[src/rtl/omp_sparse_readout.sv]
// omp_sparse_readout
// Reads the recovered sparse coefficient vector out of RAM_S after the OMP core
// finishes, streams it out on a valid/ready port tagged with index and column,
// then optionally zero-clears RAM_S. busy marks ownership of the RAM_S port.
//
// Ports:
//   clk, rst (async, active-low)
//   start, col_idx         : frame request from the OMP core (IDLE only)
//   RAM_S_A/OE/D/WE, RAM_S_Q : RAM_S port (read data valid one cycle after OE sampled)
//   out_valid/ready/data/index/col/last : coefficient stream
//   busy, done             : port ownership, end-of-frame pulse
//
// state | meaning
// IDLE  | waiting for start
// READ  | issuing reads, throttled by FIFO credit
// DRAIN | last read issued, waiting for pipeline and FIFO to empty
// CLEAR | writing zeros to every RAM_S address
// FIN   | pulse done, release the RAM port
module omp_sparse_readout #(
  parameter int DATA_W      = 16,
  parameter int ADDR_W      = 8,
  parameter int MEM_SIZE    = 256,
  parameter int COL_W       = 10,
  parameter int SKIP_ZERO   = 0,
  parameter int CLEAR_AFTER = 1
) (
  input  logic              clk,
  input  logic              rst,
  input  logic              start,
  input  logic [COL_W-1:0]  col_idx,
  input  logic [DATA_W-1:0] RAM_S_Q,
  output logic [ADDR_W-1:0] RAM_S_A,
  output logic              RAM_S_OE,
  output logic [DATA_W-1:0] RAM_S_D,
  output logic              RAM_S_WE,
  output logic              out_valid,
  input  logic              out_ready,
  output logic [DATA_W-1:0] out_data,
  output logic [ADDR_W-1:0] out_index,
  output logic [COL_W-1:0]  out_col,
  output logic              out_last,
  output logic              busy,
  output logic              done
);

  typedef enum logic [2:0] {IDLE, READ, DRAIN, CLEAR, FIN} state_t;

  localparam logic [ADDR_W-1:0] LAST_ADDR = ADDR_W'(MEM_SIZE - 1);

  state_t            state_q, state_d;
  logic [COL_W-1:0]  col_q, col_d;
  logic [ADDR_W-1:0] rd_addr_q, rd_addr_d;
  logic [ADDR_W-1:0] ram_a_q, ram_a_d;
  logic              ram_oe_q, ram_oe_d;
  logic              ram_we_q, ram_we_d;
  logic              pend_q, pend_d;
  logic [ADDR_W-1:0] pend_idx_q, pend_idx_d;
  logic [DATA_W-1:0] fifo_data_q [4];
  logic [DATA_W-1:0] fifo_data_d [4];
  logic [ADDR_W-1:0] fifo_idx_q [4];
  logic [ADDR_W-1:0] fifo_idx_d [4];
  logic [1:0]        wr_ptr_q, wr_ptr_d, rd_ptr_q, rd_ptr_d;
  logic [2:0]        cnt_q, cnt_d;
  logic              busy_q, busy_d;
  logic              done_q, done_d;

  logic pop, keep, credit_ok;

  always_comb begin
    pop = (cnt_q != 3'd0) && out_ready;
    // pend_q marks the cycle RAM_S_Q holds the word for pend_idx_q
    keep = pend_q && ((SKIP_ZERO == 0) || (RAM_S_Q != '0) || (pend_idx_q == LAST_ADDR));
    // in-flight reads reserve FIFO space so a capture can never overflow
    credit_ok = (4'(cnt_q) + 4'(ram_oe_q) + 4'(pend_q)) < 4'd4;

    state_d     = state_q;
    col_d       = col_q;
    rd_addr_d   = rd_addr_q;
    ram_a_d     = ram_a_q;
    ram_oe_d    = 1'b0;
    ram_we_d    = 1'b0;
    pend_d      = ram_oe_q;
    pend_idx_d  = ram_a_q;
    fifo_data_d = fifo_data_q;
    fifo_idx_d  = fifo_idx_q;
    wr_ptr_d    = wr_ptr_q;
    rd_ptr_d    = rd_ptr_q;
    cnt_d       = cnt_q + 3'(keep) - 3'(pop);
    done_d      = 1'b0;

    if (keep) begin
      fifo_data_d[wr_ptr_q] = RAM_S_Q;
      fifo_idx_d[wr_ptr_q]  = pend_idx_q;
      wr_ptr_d              = wr_ptr_q + 2'd1;
    end
    if (pop) rd_ptr_d = rd_ptr_q + 2'd1;

    unique case (state_q)
      IDLE: begin
        if (start) begin
          col_d     = col_idx;
          rd_addr_d = '0;
          state_d   = READ;
        end
      end
      READ: begin
        if (credit_ok) begin
          ram_oe_d = 1'b1;
          ram_a_d  = rd_addr_q;
          if (rd_addr_q == LAST_ADDR) state_d = DRAIN;
          else rd_addr_d = rd_addr_q + 1'b1;
        end
      end
      DRAIN: begin
        if (!ram_oe_q && !pend_q && (cnt_q == 3'd0)) begin
          if (CLEAR_AFTER != 0) begin
            state_d  = CLEAR;
            ram_we_d = 1'b1;
            ram_a_d  = '0;
          end else begin
            state_d = FIN;
          end
        end
      end
      CLEAR: begin
        if (ram_a_q == LAST_ADDR) begin
          state_d = FIN;
        end else begin
          ram_we_d = 1'b1;
          ram_a_d  = ram_a_q + 1'b1;
        end
      end
      FIN: begin
        done_d  = 1'b1;
        state_d = IDLE;
      end
      default: state_d = IDLE;
    endcase

    busy_d = (state_d != IDLE);
  end

  always_ff @(posedge clk or negedge rst) begin
    if (!rst) begin
      state_q    <= IDLE;
      col_q      <= '0;
      rd_addr_q  <= '0;
      ram_a_q    <= '0;
      ram_oe_q   <= 1'b0;
      ram_we_q   <= 1'b0;
      pend_q     <= 1'b0;
      pend_idx_q <= '0;
      for (int i = 0; i < 4; i++) begin
        fifo_data_q[i] <= '0;
        fifo_idx_q[i]  <= '0;
      end
      wr_ptr_q   <= '0;
      rd_ptr_q   <= '0;
      cnt_q      <= '0;
      busy_q     <= 1'b0;
      done_q     <= 1'b0;
    end else begin
      state_q     <= state_d;
      col_q       <= col_d;
      rd_addr_q   <= rd_addr_d;
      ram_a_q     <= ram_a_d;
      ram_oe_q    <= ram_oe_d;
      ram_we_q    <= ram_we_d;
      pend_q      <= pend_d;
      pend_idx_q  <= pend_idx_d;
      fifo_data_q <= fifo_data_d;
      fifo_idx_q  <= fifo_idx_d;
      wr_ptr_q    <= wr_ptr_d;
      rd_ptr_q    <= rd_ptr_d;
      cnt_q       <= cnt_d;
      busy_q      <= busy_d;
      done_q      <= done_d;
    end
  end

  assign RAM_S_A   = ram_a_q;
  assign RAM_S_OE  = ram_oe_q;
  assign RAM_S_WE  = ram_we_q;
  assign RAM_S_D   = '0;
  assign out_valid = (cnt_q != 3'd0);
  assign out_data  = fifo_data_q[rd_ptr_q];
  assign out_index = fifo_idx_q[rd_ptr_q];
  assign out_last  = out_valid && (fifo_idx_q[rd_ptr_q] == LAST_ADDR);
  assign out_col   = col_q;
  assign busy      = busy_q;
  assign done      = done_q;

endmodule

[config.mk]
export PLATFORM = sky130hd
export DESIGN_NAME = omp_sparse_readout
export DESIGN_NICKNAME = d
export VERILOG_FILES = /design/src/rtl/omp_sparse_readout.sv
export SDC_FILE = /design/constraint.sdc
export NUM_CORES = 1
export LEC_CHECK = 0
export ABC_AREA = 1
export BUFFER_PORTS_ARGS = -buffer_cell sky130_fd_sc_hd__buf_4
export CAP_MARGIN = 15
export CORE_MARGIN = 5
export CORE_UTILIZATION = 52
export DETAILED_ROUTE_END_ITERATION = 8
export PLACE_DENSITY = 0.77
export SYNTH_ARGS = -nofsm -noshare
export SYNTH_HDL_FRONTEND = slang
export SYNTH_SLANG_ARGS = --single-unit
[constraint.sdc]
create_clock -name clk -period 1.9 [get_ports clk]
set_input_delay 0.095 -clock clk [delete_from_list [all_inputs] [get_ports clk]]
set_output_delay 0.095 -clock clk [all_outputs]
set_load 0.01 [all_outputs]
==> impl_metrics.env <==
export IMPL_worst_ir_drop_vdd_uv=760
export IMPL_worstSetupPathType="register to primary output"
export IMPL_end_kind="primary output"
export IMPL_yosysTopAreaCell="dfrtp_1"
export IMPL_crit_path_cell_trace="inv_2 -> buf_12 -> buf_8 -> nand2_2 -> nand3_2 -> nand2_2 -> nor2_2 -> nand4_1 -> nor2_1 -> buf_4"
export IMPL_area_delta_synth_final_pct=29.9
export IMPL_crit_path_frequent_cell="nand2_2"
export IMPL_synthTopCellsByArea="dfrtp_1 54%, nand2_1 13%, o21ai_0 10%"
export IMPL_timing_final_crit_period_ns=1.99
export IMPL_top_layer="met4"
export IMPL_drive_gt1_share_pct=21.0
export IMPL_r2r_cells=10
export IMPL_rr_endpoint="cnt_q[1]"
export IMPL_synth_top_area_share_pct=53.9
export IMPL_core_um2=12700
export IMPL_grt_pass1_vias=5653
export IMPL_grt_max_degree=55
export IMPL_die_w_um=124
export IMPL_holdPathStages=5
export IMPL_path_buf_inv=4
export IMPL_rsz0062_at_grt="yes"
export IMPL_insertedDiodeCount=0
export IMPL_worstMarginPinSlew_ns=0.507
export IMPL_wl_met3_mm=1.22
export IMPL_hold_viol=0
export IMPL_io_pins=94
export IMPL_htreeDepth=4
export IMPL_critPathMaxFanout=7
export IMPL_yosysUniqueCellTypes=29
export IMPL_reg2reg_slack_ns=-0.02
export IMPL_min_to="rd_ptr_q[0]"
export IMPL_final_antenna_net_count=0
export IMPL_p_per_area_nw_per_um2=1700
export IMPL_cp_slowest_cell="dfrtp_1"
export IMPL_wire_per_inst_um=14.9
export IMPL_ys_warn_count=0
export IMPL_layout_setup_ws_ns=-0.0867
export IMPL_slew_headroom_pct=66.2
export IMPL_cts_clk_slew_worst_paths_ns=0.06
export IMPL_syn_inst=808
export IMPL_totalWireLength_mm=16.8
export IMPL_cts_sinks=145
export IMPL_clock_path_buffers=2
export IMPL_fin_nets=977
export IMPL_required_ns=1.80
export IMPL_via_count=5833
export IMPL_final_setup_viol_count=2
export IMPL_r2r_start="cnt_q[2]"
export IMPL_gp_congestion=0.883
export IMPL_crit_family="simple AND/OR/NAND/NOR gates"
export IMPL_clock_latency_ns=0.43
export IMPL_hpwl_mm=9.67
export IMPL_num_rows=41
export IMPL_antenna_found_initial=0
export IMPL_track_usage_pct=22.6
export IMPL_start_util_pct=53.2
export IMPL_skew_ns=0.00560
export IMPL_cts_root_buf="clkbuf_16"
export IMPL_cts_tree="done"
export IMPL_synth_avg_cell_area_um2=8.34
export IMPL_cap_violations=0
export IMPL_portBuffers=77
export IMPL_numCtsBuffers=17
export IMPL_grt_remaining_overflow=0
export IMPL_synth_seq_cells=145
export IMPL_viasPerCell=5.20
export IMPL_die_area_um2=15300
export IMPL_startpoint_type="register"
export IMPL_routed_wl_met2_mm=8.44
export IMPL_final_core_util_pct=69.1
export IMPL_first_iter_violations=463
export IMPL_hold_start="out_ready"
export IMPL_yosysSeqAreaShare_pct=53.9
export IMPL_cp_slowest_stage_delay_ns=0.41
export IMPL_setup_tns_ns=-0.105
export IMPL_fin_crit_sh_pct=105
export IMPL_drtPass1Iterations=5
export IMPL_critical_path_arrival_ns=1.89
export IMPL_wl_met1_mm=6.86
export IMPL_final_max_slew_viol_count=0
export IMPL_grt_pass1_wl_mm=27.1
export IMPL_p_leak_nw=4.42
export IMPL_drc_errors=0
export IMPL_status="finished, violations left"
export IMPL_timing_fmax_mhz=503
export IMPL_synthesis_area_um2=6740
export IMPL_critPathLaunch="rd_ptr_q[0]"
export IMPL_die_h_um=124
export IMPL_violations="setup timing"
export IMPL_fillCellCount=935
export IMPL_hp_class="input pin to register"
-- sequential cells by signal, summed over array words and instances, names as in the netlist --
| name | flops |
|---|---|
| RAM_S_A | 8 |
| RAM_S_OE | 1 |
| RAM_S_WE | 1 |
| busy | 1 |
| cnt_q | 3 |
| done | 1 |
| fifo_data_q | 64 |
| fifo_idx_q | 32 |
| keep | 1 |
| out_col | 10 |
| pend_idx_q | 8 |
| rd_addr_q | 8 |
| rd_ptr_q | 2 |
| state_q | 3 |
| wr_ptr_q | 2 |
-- stage by stage --
step	hold slack (ns)	setup slack (ns)	instance area, um^2	cells	power (mW)
after floorplan	-0.201	0.00963	6800	823	8.46
after global placement	0.0819	0.100	7550	1042	10.4
after detailed placement	0.0858	0.0395	7550	1042	10.6
after CTS	0.0218	-0.0401	8670	1120	14.7
after global routing	0.0340	-0.131	8750	1121	16.0
final	0.0481	-0.0867	8750	1121	14.9
-- worst min-delay path, cell delays in order --
cell and delay [ns]:
buf_4 0.10, nand2_2 0.05, inv_2 0.07, nor2_1 0.04, nor2_1 0.07
-- Yosys cell counts, drive strengths merged --
cell type and count:
o21ai 144, o22ai 20, clkbuf 14, conb 1, xor2 5, nand3b 1, fa 1, a21oi 4
nand3 41, nand2 241, nand4 4, dfrtp 145, buf 41, ha 10, or2 1, nor2 65
inv 70
-- power by group --
| part | switching, mW | internal (mW) | leakage, nW |
|---|---|---|---|
| Clock | 1.26 | 2.06 | 0.289 |
| Combinational | 3.74 | 2.91 | 2.28 |
| Sequential | 0.707 | 4.24 | 1.85 |
-- layout by cell type (no fill, tap or decap), drive strengths merged --
cell type,count
a21oi,4
fa,1
ha,10
nand3b,1
clkbuf,23
nand4,4
bufinv,2
conb,16
xor2,5
dfrtp,145
clkinv,4
nand3,41
nor2,65
or2,1
o21ai,144
inv,70
dlygate4sd3,27
buf,121
clkinvlp,4
o22ai,20
nand2,241
-- worst max-delay path by stage --
stage / slack [ns] / to / cells after the start
6_report: -0.09 / out_last / 10
3_5_place_dp: 0.04 / cnt_q[2] / 10
5_1_grt: -0.13 / out_last / 10
3_3_place_gp: 0.10 / cnt_q[2] / 10
2_1_floorplan: 0.01 / cnt_q[2] / 10
4_1_cts: -0.04 / out_last / 9
-- metal layers --
layer | vias to the layer above | global-route usage [%]
met5 | - | 0
met4 | 0 | 6.30
met3 | 24 | 7.18
met2 | 211 | 37.5
met1 | 2770 | 28.6
li1 | 2828 | -
-- cells by family (layout without fill, tap and decap cells) --
family | after synthesis | count (layout) | synth area share, %
compound gates | 168 | 168 | 13.2
xor+xnor | 5 | 5 | 0.650
fa+ha+maj | 11 | 11 | 2.15
buf+inv | 125 | 251 | 8.56
flops | 145 | 145 | 53.9
other cells | 1 | 16 | 0.0557
simple gates | 353 | 353 | 21.5
-- timing repair --
| item | CTS | global route |
|---|---|---|
| hold buffers | 27 | 0 |
| endpoints found under the setup margin | 7 | 13 |
| gates resized for setup | 17 | 26 |
| cloned | 4 | 0 |
| hold endpoints to repair | 106 | 0 |
| buffers inserted | 15 | 3 |
| pin swaps | 6 | 18 |
-- cell type report --
class	count	area, um^2	share of cell area [%]
Clock buffer	23	488	5.58
Inverter	70	267	3.05
Clock inverter	9	104	1.19
Timing Repair inverter	1	5.00	0.0572
Tap cell	172	215	2.46
Multi-Input combinational cell	553	2680	30.6
Timing Repair Buffer	148	1370	15.6
Sequential cell	145	3630	41.5
Power figures use the tool's default switching activity.
